[src/rtl/mips_multicycle_control_if.sv]
// mips_multicycle_control_if: control-FSM bus; the datapath side (master) drives
// enable/opcode/mem_ready and receives the strobes, selects, state and counters.
interface mips_multicycle_control_if #(
  parameter int COUNT_WIDTH = 16
);
  logic                   enable_i;
  logic [5:0]             opcode_i;
  logic                   mem_ready_i;
  logic                   mem_req_o;
  logic                   ir_write_o;
  logic                   pc_write_o;
  logic                   branch_eq_o;
  logic                   branch_ne_o;
  logic                   pc_src_o;
  logic                   alu_src_a_o;
  logic [1:0]             alu_src_b_o;
  logic [2:0]             alu_op_o;
  logic                   reg_dst_o;
  logic                   reg_write_o;
  logic [2:0]             state_o;
  logic                   illegal_o;
  logic [COUNT_WIDTH-1:0] retired_o;
  modport master (
    output enable_i, opcode_i, mem_ready_i,
    input  mem_req_o, ir_write_o, pc_write_o, branch_eq_o, branch_ne_o, pc_src_o,
           alu_src_a_o, alu_src_b_o, alu_op_o, reg_dst_o, reg_write_o, state_o,
           illegal_o, retired_o
  );
  modport slave (
    input  enable_i, opcode_i, mem_ready_i,
    output mem_req_o, ir_write_o, pc_write_o, branch_eq_o, branch_ne_o, pc_src_o,
           alu_src_a_o, alu_src_b_o, alu_op_o, reg_dst_o, reg_write_o, state_o,
           illegal_o, retired_o
  );
endinterface

[src/rtl/mips_multicycle_control.sv]
// mips_multicycle_control: multicycle MIPS main control FSM (fetch/decode/exec/wb/branch).
// Ports: clk, reset (sync, active-low); bus (slave) carries enable/opcode/mem_ready in,
// datapath strobes and mux selects, state, sticky illegal flag and retired count out.
module mips_multicycle_control #(
  parameter int COUNT_WIDTH = 16
) (
  input logic                        clk,
  input logic                        reset,
  mips_multicycle_control_if.slave   bus
);
  typedef enum logic [2:0] {IDLE, FETCH, DECODE, EXEC_R, EXEC_I, WB, BRANCH, TRAP} state_t;
  typedef struct packed {
    logic       mem_req;
    logic       branch_eq;
    logic       branch_ne;
    logic       pc_src;
    logic       alu_src_a;
    logic [1:0] alu_src_b;
    logic [2:0] alu_op;
    logic       reg_dst;
    logic       reg_write;
  } ctrl_t;
  state_t                 state_q, state_d;
  ctrl_t                  ctrl_q, ctrl_d;
  logic                   illegal_q;
  logic [COUNT_WIDTH-1:0] retired_q;
  // Outputs are registered by decoding the state being entered; opcode_i is
  // already stable one cycle before every opcode-dependent state.
  function automatic ctrl_t decode(state_t s, logic [5:0] op);
    ctrl_t c;
    c = '0;
    case (s)
      FETCH: begin
        c.mem_req   = 1'b1;
        c.alu_src_b = 2'b01;
      end
      DECODE: c.alu_src_b = 2'b11;
      EXEC_R: begin
        c.alu_src_a = 1'b1;
        c.alu_op    = 3'b010;
      end
      EXEC_I: begin
        c.alu_src_a = 1'b1;
        c.alu_src_b = 2'b10;
        c.alu_op    = op == 6'h0D ? 3'b011 : 3'b000;
      end
      WB: begin
        c.reg_write = 1'b1;
        c.reg_dst   = op == 6'h00;
      end
      BRANCH: begin
        c.alu_src_a = 1'b1;
        c.alu_op    = 3'b001;
        c.pc_src    = 1'b1;
        c.branch_eq = op == 6'h04;
        c.branch_ne = op == 6'h05;
      end
      default: c = '0;
    endcase
    return c;
  endfunction
  always_comb begin
    state_d = state_q;
    case (state_q)
      IDLE:           state_d = bus.enable_i ? FETCH : IDLE;
      FETCH:          state_d = bus.mem_ready_i ? DECODE : FETCH;
      DECODE:         state_d = bus.opcode_i == 6'h00 ? EXEC_R :
                                (bus.opcode_i == 6'h08 || bus.opcode_i == 6'h0D) ? EXEC_I :
                                (bus.opcode_i == 6'h04 || bus.opcode_i == 6'h05) ? BRANCH : TRAP;
      EXEC_R, EXEC_I: state_d = WB;
      WB, BRANCH:     state_d = bus.enable_i ? FETCH : IDLE;
      default:        state_d = TRAP;
    endcase
    ctrl_d = decode(state_d, bus.opcode_i);
  end
  always_ff @(posedge clk) begin
    if (!reset) begin
      state_q   <= IDLE;
      ctrl_q    <= '0;
      illegal_q <= 1'b0;
      retired_q <= '0;
    end else begin
      state_q   <= state_d;
      ctrl_q    <= ctrl_d;
      illegal_q <= illegal_q | (state_d == TRAP);
      retired_q <= retired_q + COUNT_WIDTH'(state_q == WB || state_q == BRANCH);
    end
  end
  // IR and PC load only on the FETCH cycle where memory delivers data.
  assign bus.mem_req_o   = ctrl_q.mem_req;
  assign bus.ir_write_o  = ctrl_q.mem_req & bus.mem_ready_i;
  assign bus.pc_write_o  = ctrl_q.mem_req & bus.mem_ready_i;
  assign bus.branch_eq_o = ctrl_q.branch_eq;
  assign bus.branch_ne_o = ctrl_q.branch_ne;
  assign bus.pc_src_o    = ctrl_q.pc_src;
  assign bus.alu_src_a_o = ctrl_q.alu_src_a;
  assign bus.alu_src_b_o = ctrl_q.alu_src_b;
  assign bus.alu_op_o    = ctrl_q.alu_op;
  assign bus.reg_dst_o   = ctrl_q.reg_dst;
  assign bus.reg_write_o = ctrl_q.reg_write;
  assign bus.state_o     = state_q;
  assign bus.illegal_o   = illegal_q;
  assign bus.retired_o   = retired_q;
endmodule

[src/flat_wrapper.sv]
// flat-port wrapper written by rule: the top's interface ports become plain ports
module mips_multicycle_control_flat 
#(
  parameter int COUNT_WIDTH = 16
)
  (clk, reset, bus_enable_i, bus_opcode_i, bus_mem_ready_i, bus_mem_req_o, bus_ir_write_o, bus_pc_write_o, bus_branch_eq_o, bus_branch_ne_o, bus_pc_src_o, bus_alu_src_a_o, bus_alu_src_b_o, bus_alu_op_o, bus_reg_dst_o, bus_reg_write_o, bus_state_o, bus_illegal_o, bus_retired_o);
  mips_multicycle_control_if #(.COUNT_WIDTH(COUNT_WIDTH)) bus_i ();
  input logic clk;
  input logic reset;
  input wire logic [$bits(bus_i.enable_i)-1:0] bus_enable_i;
  input wire logic [$bits(bus_i.opcode_i)-1:0] bus_opcode_i;
  input wire logic [$bits(bus_i.mem_ready_i)-1:0] bus_mem_ready_i;
  output wire logic [$bits(bus_i.mem_req_o)-1:0] bus_mem_req_o;
  output wire logic [$bits(bus_i.ir_write_o)-1:0] bus_ir_write_o;
  output wire logic [$bits(bus_i.pc_write_o)-1:0] bus_pc_write_o;
  output wire logic [$bits(bus_i.branch_eq_o)-1:0] bus_branch_eq_o;
  output wire logic [$bits(bus_i.branch_ne_o)-1:0] bus_branch_ne_o;
  output wire logic [$bits(bus_i.pc_src_o)-1:0] bus_pc_src_o;
  output wire logic [$bits(bus_i.alu_src_a_o)-1:0] bus_alu_src_a_o;
  output wire logic [$bits(bus_i.alu_src_b_o)-1:0] bus_alu_src_b_o;
  output wire logic [$bits(bus_i.alu_op_o)-1:0] bus_alu_op_o;
  output wire logic [$bits(bus_i.reg_dst_o)-1:0] bus_reg_dst_o;
  output wire logic [$bits(bus_i.reg_write_o)-1:0] bus_reg_write_o;
  output wire logic [$bits(bus_i.state_o)-1:0] bus_state_o;
  output wire logic [$bits(bus_i.illegal_o)-1:0] bus_illegal_o;
  output wire logic [$bits(bus_i.retired_o)-1:0] bus_retired_o;
  assign bus_i.enable_i = bus_enable_i;
  assign bus_i.opcode_i = bus_opcode_i;
  assign bus_i.mem_ready_i = bus_mem_ready_i;
  assign bus_mem_req_o = bus_i.mem_req_o;
  assign bus_ir_write_o = bus_i.ir_write_o;
  assign bus_pc_write_o = bus_i.pc_write_o;
  assign bus_branch_eq_o = bus_i.branch_eq_o;
  assign bus_branch_ne_o = bus_i.branch_ne_o;
  assign bus_pc_src_o = bus_i.pc_src_o;
  assign bus_alu_src_a_o = bus_i.alu_src_a_o;
  assign bus_alu_src_b_o = bus_i.alu_src_b_o;
  assign bus_alu_op_o = bus_i.alu_op_o;
  assign bus_reg_dst_o = bus_i.reg_dst_o;
  assign bus_reg_write_o = bus_i.reg_write_o;
  assign bus_state_o = bus_i.state_o;
  assign bus_illegal_o = bus_i.illegal_o;
  assign bus_retired_o = bus_i.retired_o;
  mips_multicycle_control #(.COUNT_WIDTH(COUNT_WIDTH)) u_core (.clk(clk), .reset(reset), .bus(bus_i));
endmodule
[config.mk]
export PLATFORM = sky130hd
export DESIGN_NAME = mips_multicycle_control_flat
export DESIGN_NICKNAME = d
export VERILOG_FILES = /design/src/rtl/mips_multicycle_control_if.sv /design/src/rtl/mips_multicycle_control.sv /design/src/flat_wrapper.sv
export SDC_FILE = /design/constraint.sdc
export NUM_CORES = 1
export LEC_CHECK = 0
export BUFFER_PORTS_ARGS = -buffer_cell sky130_fd_sc_hd__buf_4
export CORE_MARGIN = 2
export CORE_UTILIZATION = 35
export CTS_CLUSTER_SIZE = 10
export DETAILED_ROUTE_END_ITERATION = 8
export SETUP_SLACK_MARGIN = 0.2
export SYNTH_ARGS = -nofsm -noshare
export SYNTH_HDL_FRONTEND = slang
export SYNTH_SLANG_ARGS = --single-unit
[constraint.sdc]
create_clock -name clk -period 3.92 [get_ports clk]
set_clock_uncertainty 0.1 [all_clocks]
set_input_delay 0.392 -clock clk [delete_from_list [all_inputs] [get_ports clk]]
set_output_delay 0.392 -clock clk [all_outputs]
set_load 0.02 [all_outputs]
==> results_dict.tcl, run 1 <==
set metrics [dict create \
    vias_per_cell 4.872 \
    layout-drive-gt1-share 0.3368 \
    critPathCaptureType "flip-flop" \
    yosys-top-cells-count "dfxtp_1 (31), and2_1 (14), nand2_1 (10)" \
    area_growth_pct 28.66 \
    async_flop_share 0 \
    ys_seq_area_frac 0.4218 \
    num_vias 1184 \
    syn_avg_cell_area_sq_um 9.744 \
    yosys-top-cells-area "dfxtp_1 (42%), and2_1 (6.0%), xnor2_1 (4.8%), xor2_1 (4.8%), nand3_1 (2.7%)" \
    dp_hpwl_mm 2.369 \
    routabilityCongestion 0.7416 \
    overflow 0 \
    max_freq_ghz 0.4532 \
    leakagePower_nw 0.8258 \
    cp-start-kind "flip-flop" \
    cts_tree "built" \
    grt_pass1_wl_mm 4.650 \
    crit_chain "xor2_1 -> and2_2 -> ha_1 -> nand3_1 -> nor3_1 -> nand3_1 -> xnor2_1 -> and2_1" \
    syn_inst 151 \
    synthFlopType "dfxtp_1" \
    wl_met3_um 249 \
    die-area_sq_um 4739 \
    grt_pass1_vias 1074 \
    fin_tns_setup_ns 0 \
    synth_top_family_by_area "simple AND/OR/NAND/NOR gates" \
    core_sq_um 4029 \
    antenna_found_initial 0 \
    slew_violations 0 \
    rows 23 \
    diodes 0 \
    worst_skew_pair.late_latency_ns 0.28 \
    timing.final.crit_share 0.5629 \
    synth_adder_area_share 0.01701 \
    grt_usage 0.1387 \
    syn_area_sq_um 1471 \
    top_layer "met4" \
    yosysUniqueCellTypes 46 \
    grt_max_degree 25 \
    cts_buffers 5 \
    hold_viol_final 0 \
    hold_buffers 0 \
    fin_nets 205 \
    drt_pass1_iterations 5 \
    synth.most_common_cell "dfxtp_1" \
    cpMostUsedCell "nand3_1" \
    chipWidth_um 68.84 \
    crit_arrival_ns 2.29 \
    grt_setup_unrepaired "no" \
    initial_core_util 0.3652 \
    min_path_type "primary input to flip-flop" \
    run_status "finished clean" \
    clock-sinks 31 \
    die_y_um 68.84 \
    cts_resized 0 \
    ys_ff_latch 31 \
    yosys.area.top_type "dfxtp_1" \
    clkSlewWorstSetupHoldPaths_ns 0.06 \
    port_buffers 42 \
    wl_met1_mm 1.247 \
    period_needed_ns 2.207 \
    power.density_nw_per_um2 396.1 \
    final_cells 243 \
    synthMuxAreaShare 0 \
    synth_compound_area_frac 0.1361 \
    yosys_warnings 0 \
    placed_cells 236 \
    synth-edff-count 0 \
    cts-root-buf "clkbuf_8" \
    setup_violations 0 \
    cts_setup_buffers 0 \
    wire_per_inst_um 12.74 \
    drt_iter0_drc 50 \
    path_class "flip-flop to flip-flop" \
    synth_nets 163 \
    max_stage_delay_ns 0.53 \
    yosys.area_share.xor_xnor 0.09524 \
    ir_drop_mv 0.2298 \
    synthSimpleGateAreaFrac 0.2925 \
    maxCapViolCount 0 \
    htree_levels 2 \
    drc 0 \
    crit_required_ns 4.00 \
    routed_wl_mm 3.095 \
    io_pins 44 \
    synth_top_cell_area_share 0.4218 \
    crit_path_top_delay_cell "dfxtp_1" \
    wl_met2_mm 1.560 \
    ant_nets 0 \
    worstPathMaxFanout 10 \
    clock_path_buffers 2 \
]
## worst max-delay path: cells and delay by family, from the launching register on
family                     cells  cell delay [ns]
adders and majority gates      1             0.15
DFF                            1             0.53
and+or+nand+nor                5             1.00
xor gates and xnor gates       2             0.32
## cell type report
type | instances | area, sq um
multi-input combinational | 111 | 799.5
timing repair buffer | 42 | 315.3
inverter | 2 | 7.507
sequential | 31 | 620.6
clock inverter | 1 | 5.005
clock buffer | 6 | 82.58
fill | 397 | 2136
tap | 50 | 62.56
## state kept, by name, summed over array words and instances (netlist names)
name / count
u_core.bus.alu_op_o: 2
u_core.bus.alu_src_a_o: 1
u_core.bus.alu_src_b_o: 2
u_core.bus.branch_eq_o: 1
u_core.bus.branch_ne_o: 1
u_core.bus.illegal_o: 1
u_core.bus.mem_req_o: 1
u_core.bus.pc_src_o: 1
u_core.bus.reg_dst_o: 1
u_core.bus.reg_write_o: 1
u_core.bus.retired_o: 16
u_core.bus.state_o: 3
## where the power goes
group	switching [mW]	total (mW)	leakage [nW]	internal, mW
clock network	0.113	0.251	0.0470	0.137
logic	0.0861	0.154	0.528	0.0678
registers	0.0153	0.345	0.251	0.330
## cell usage in the layout (no fill, tap or decap), types with 2 or more instances in the layout
cell type	n
dfxtp_1	31
nand3_1	8
and3_1	3
nor2b_1	2
buf_4	42
nand4_1	3
o21a_1	4
xor2_1	8
o21ai_2	2
nor4_1	2
xnor2_1	8
and2_1	14
ha_1	2
nor3_1	6
a211oi_1	2
a21boi_0	2
nand2_1	10
o21bai_1	2
or3_1	2
clkbuf_8	6
nor2_1	8
and2_2	2
o21ai_0	2
## per-layer routing
| metal | up-vias | GRT usage |
|---|---|---|
| met4 | 0 | 0.05147 |
| met3 | 4 | 0.06818 |
| met2 | 41 | 0.2356 |
| met1 | 534 | 0.1481 |
| met5 | - | 0 |
| li1 | 605 | - |
## worst paths after layout
check | to | from | slack (ns) | cells after the start
max | u_core.bus.retired_o[15]$_SDFF_PN0_ | u_core.bus.state_o[0]$_SDFF_PN0_ | 1.71 | 8
min | u_core.bus.branch_ne_o$_SDFF_PN0_ | bus_opcode_i[1] | 0.31 | 4
max reg2reg | u_core.bus.retired_o[15]$_SDFF_PN0_ | u_core.bus.state_o[0]$_SDFF_PN0_ | 1.71 | 8
min reg2reg | u_core.bus.illegal_o$_SDFF_PN0_ | u_core.bus.illegal_o$_SDFF_PN0_ | 0.37 | 1
## metrics by stage
stage	hold slack, ns	util	power [mW]	instance area (sq um)	setup slack [ns]
final	0.3137	0.4699	0.7498	1893	1.713
after global routing	0.3293	0.4699	0.7908	1893	1.489
after CTS	0.3120	0.4699	0.7607	1893	1.689
after detailed placement	0.3627	0.4481	0.5071	1805	1.710
after global placement	0.3621	0.4481	0.5043	1805	1.796
after floorplan	0.4379	-	0.4611	1471	1.767
## cell families (layout without fill, tap and decap cells)
family / count (synthesis) / after routing
simple gates: 71 / 71
flops: 31 / 31
compound gates: 21 / 21
xor+xnor: 16 / 16
buf+inv: 9 / 51
fa+ha+maj: 2 / 2
other cells: 1 / 1
Power figures use the tool's default switching activity.
==> run 2: changes to the inputs <==
clock period = 2.07 ns   (was 3.92 ns; I/O delays follow)
==> results_dict.tcl, run 2 (synthesized netlist as in run 1, its figures left out) <==
set metrics [dict create \
    run_status "finished clean" \
    grt_pass1_vias 1119 \
    dp_hpwl_mm 2.400 \
    htree_levels 2 \
    whs_endpoint "u_core.bus.branch_eq_o$_SDFF_PN0_" \
    io_pins 44 \
    place_area_sq_um 1871 \
    overflow 0 \
    cts_tree "built" \
    routabilityCongestion 0.8458 \
    grt_pass1_wl_mm 5.119 \
    ant_nets 0 \
    grt_usage 0.1491 \
    worst_skew_pair.late_latency_ns 0.28 \
    layout.cells.most_common_list "buf_4 (47), dfxtp_1 (28), and2_1 (14)" \
    hold_buffers 0 \
    worstReg2RegEnd "u_core.bus.retired_o[10]$_SDFF_PN0_" \
    hp-start "bus_opcode_i[1]" \
    cp-start-kind "flip-flop" \
    utilization 0.4972 \
    num_vias 1230 \
    drc 0 \
    routed_wl_mm 3.181 \
    r2r.worst_path.cells 9 \
    fin_nets 210 \
    grt_setup_unrepaired "yes" \
    clock_path_buffers 2 \
    fin_area_sq_um 2003 \
    min_path_cells 4 \
    dp_slack_ns 0.1776 \
    timing.final.crit_share 0.8655 \
    grt_max_degree 25 \
    final_common_cell "buf_4" \
    min_path_type "primary input to flip-flop" \
    r2r_slack_ns 0.28 \
    path_class "flip-flop to flip-flop" \
    rows 23 \
    crit_arrival_ns 1.87 \
    layout-drive-gt1-share 0.4061 \
    cts_buffers 5 \
    final_cells 247 \
    antenna_found_initial 0 \
    hold_viol_final 0 \
    max_freq_ghz 0.5582 \
    r2r_start "u_core.bus.state_o[0]$_SDFF_PN0_" \
    clock-sinks 31 \
    drt_pass1_iterations 4 \
    area_growth_pct 36.14 \
    die_y_um 68.84 \
    core_sq_um 4029 \
    power.density_nw_per_um2 691.9 \
    critPathCaptureType "flip-flop" \
    chipWidth_um 68.84 \
    vias_per_cell 4.980 \
    cts-root-buf "clkbuf_8" \
    slew_violations 0 \
    diodes 0 \
    period_needed_ns 1.792 \
    maxCapViolCount 0 \
    setup_slack_ns 0.2784 \
    wire_per_inst_um 12.88 \
    leakagePower_nw 0.8874 \
    ir_drop_mv 0.3620 \
    initial_core_util 0.3652 \
    fin_tns_setup_ns 0 \
    largest_reg_flops 16 \
    drt_iter0_drc 40 \
    worstPathMaxFanout 7 \
    placed_cells 236 \
    hold_ws_ns 0.1246 \
    die-area_sq_um 4739 \
    setup_violations 0 \
    total_power_mw 1.386 \
    clkSlewWorstSetupHoldPaths_ns 0.06 \
    port_buffers 42 \
    crit_required_ns 2.14 \
]
==> run 2: changes by cell type in the layout (fill, tap and decap cells not counted), sizes merged <==
| cell | change |
|---|---|
| clkinv | -1 |
| buf | +5 |
==> run 2: layout make-up <==
cell class	count	area (sq um)
clock buffers	6	72.57
fillers	391	2026
inverters	2	7.507
multi-input cells	111	878.3
flip-flops and latches	31	629.4
well taps	50	62.56
repair buffers	47	352.8
==> run 2: worst max path at each step <==
stage	slack, ns	end	start
floorplan	0.17	u_core.bus.retired_o[10]$_SDFF_PN0_	u_core.bus.state_o[1]$_SDFF_PN0_
global placement	0.22	u_core.bus.retired_o[14]$_SDFF_PN0_	u_core.bus.state_o[0]$_SDFF_PN0_
detailed placement	0.18	u_core.bus.retired_o[13]$_SDFF_PN0_	u_core.bus.state_o[0]$_SDFF_PN0_
CTS	0.19	u_core.bus.retired_o[14]$_SDFF_PN0_	u_core.bus.state_o[0]$_SDFF_PN0_
global route	0.17	u_core.bus.retired_o[14]$_SDFF_PN0_	u_core.bus.state_o[0]$_SDFF_PN0_
finish	0.28	u_core.bus.retired_o[10]$_SDFF_PN0_	u_core.bus.state_o[0]$_SDFF_PN0_
==> run 2: repair_timing <==
item | 4_1_cts | 5_1_grt
pin swaps | 1 | 9
setup endpoints to repair | 3 | 6
resized for setup | 2 | 3
buffers inserted | 0 | 5
==> run 2: per-layer routing <==
| layer | GRT usage | up-vias | routed length, um |
|---|---|---|---|
| met2 | 0.2320 | 32 | 1505 |
| li1 | - | 612 | - |
| met1 | 0.1788 | 579 | 1395 |
| met3 | 0.06818 | 7 | 231 |
| met5 | 0 | - | 0 |
| met4 | 0.05882 | 0 | 49 |
==> run 2: report_power, final <==
part	total, mW	leakage [nW]	internal (mW)	switching [mW]
Clock	0.426	0.0371	0.223	0.203
Sequential	0.648	0.253	0.627	0.0212
Combinational	0.312	0.598	0.137	0.176
==> run 2: worst max-delay path, stage by stage, from the launching register on <==
cell and delay [ns]:
dfxtp_4 0.36, xor2_1 0.15, and2_4 0.16, ha_4 0.17
ha_4 0.17, nand2_4 0.09, nor2_2 0.04, and4_1 0.17
xor2_1 0.14, and2_1 0.13
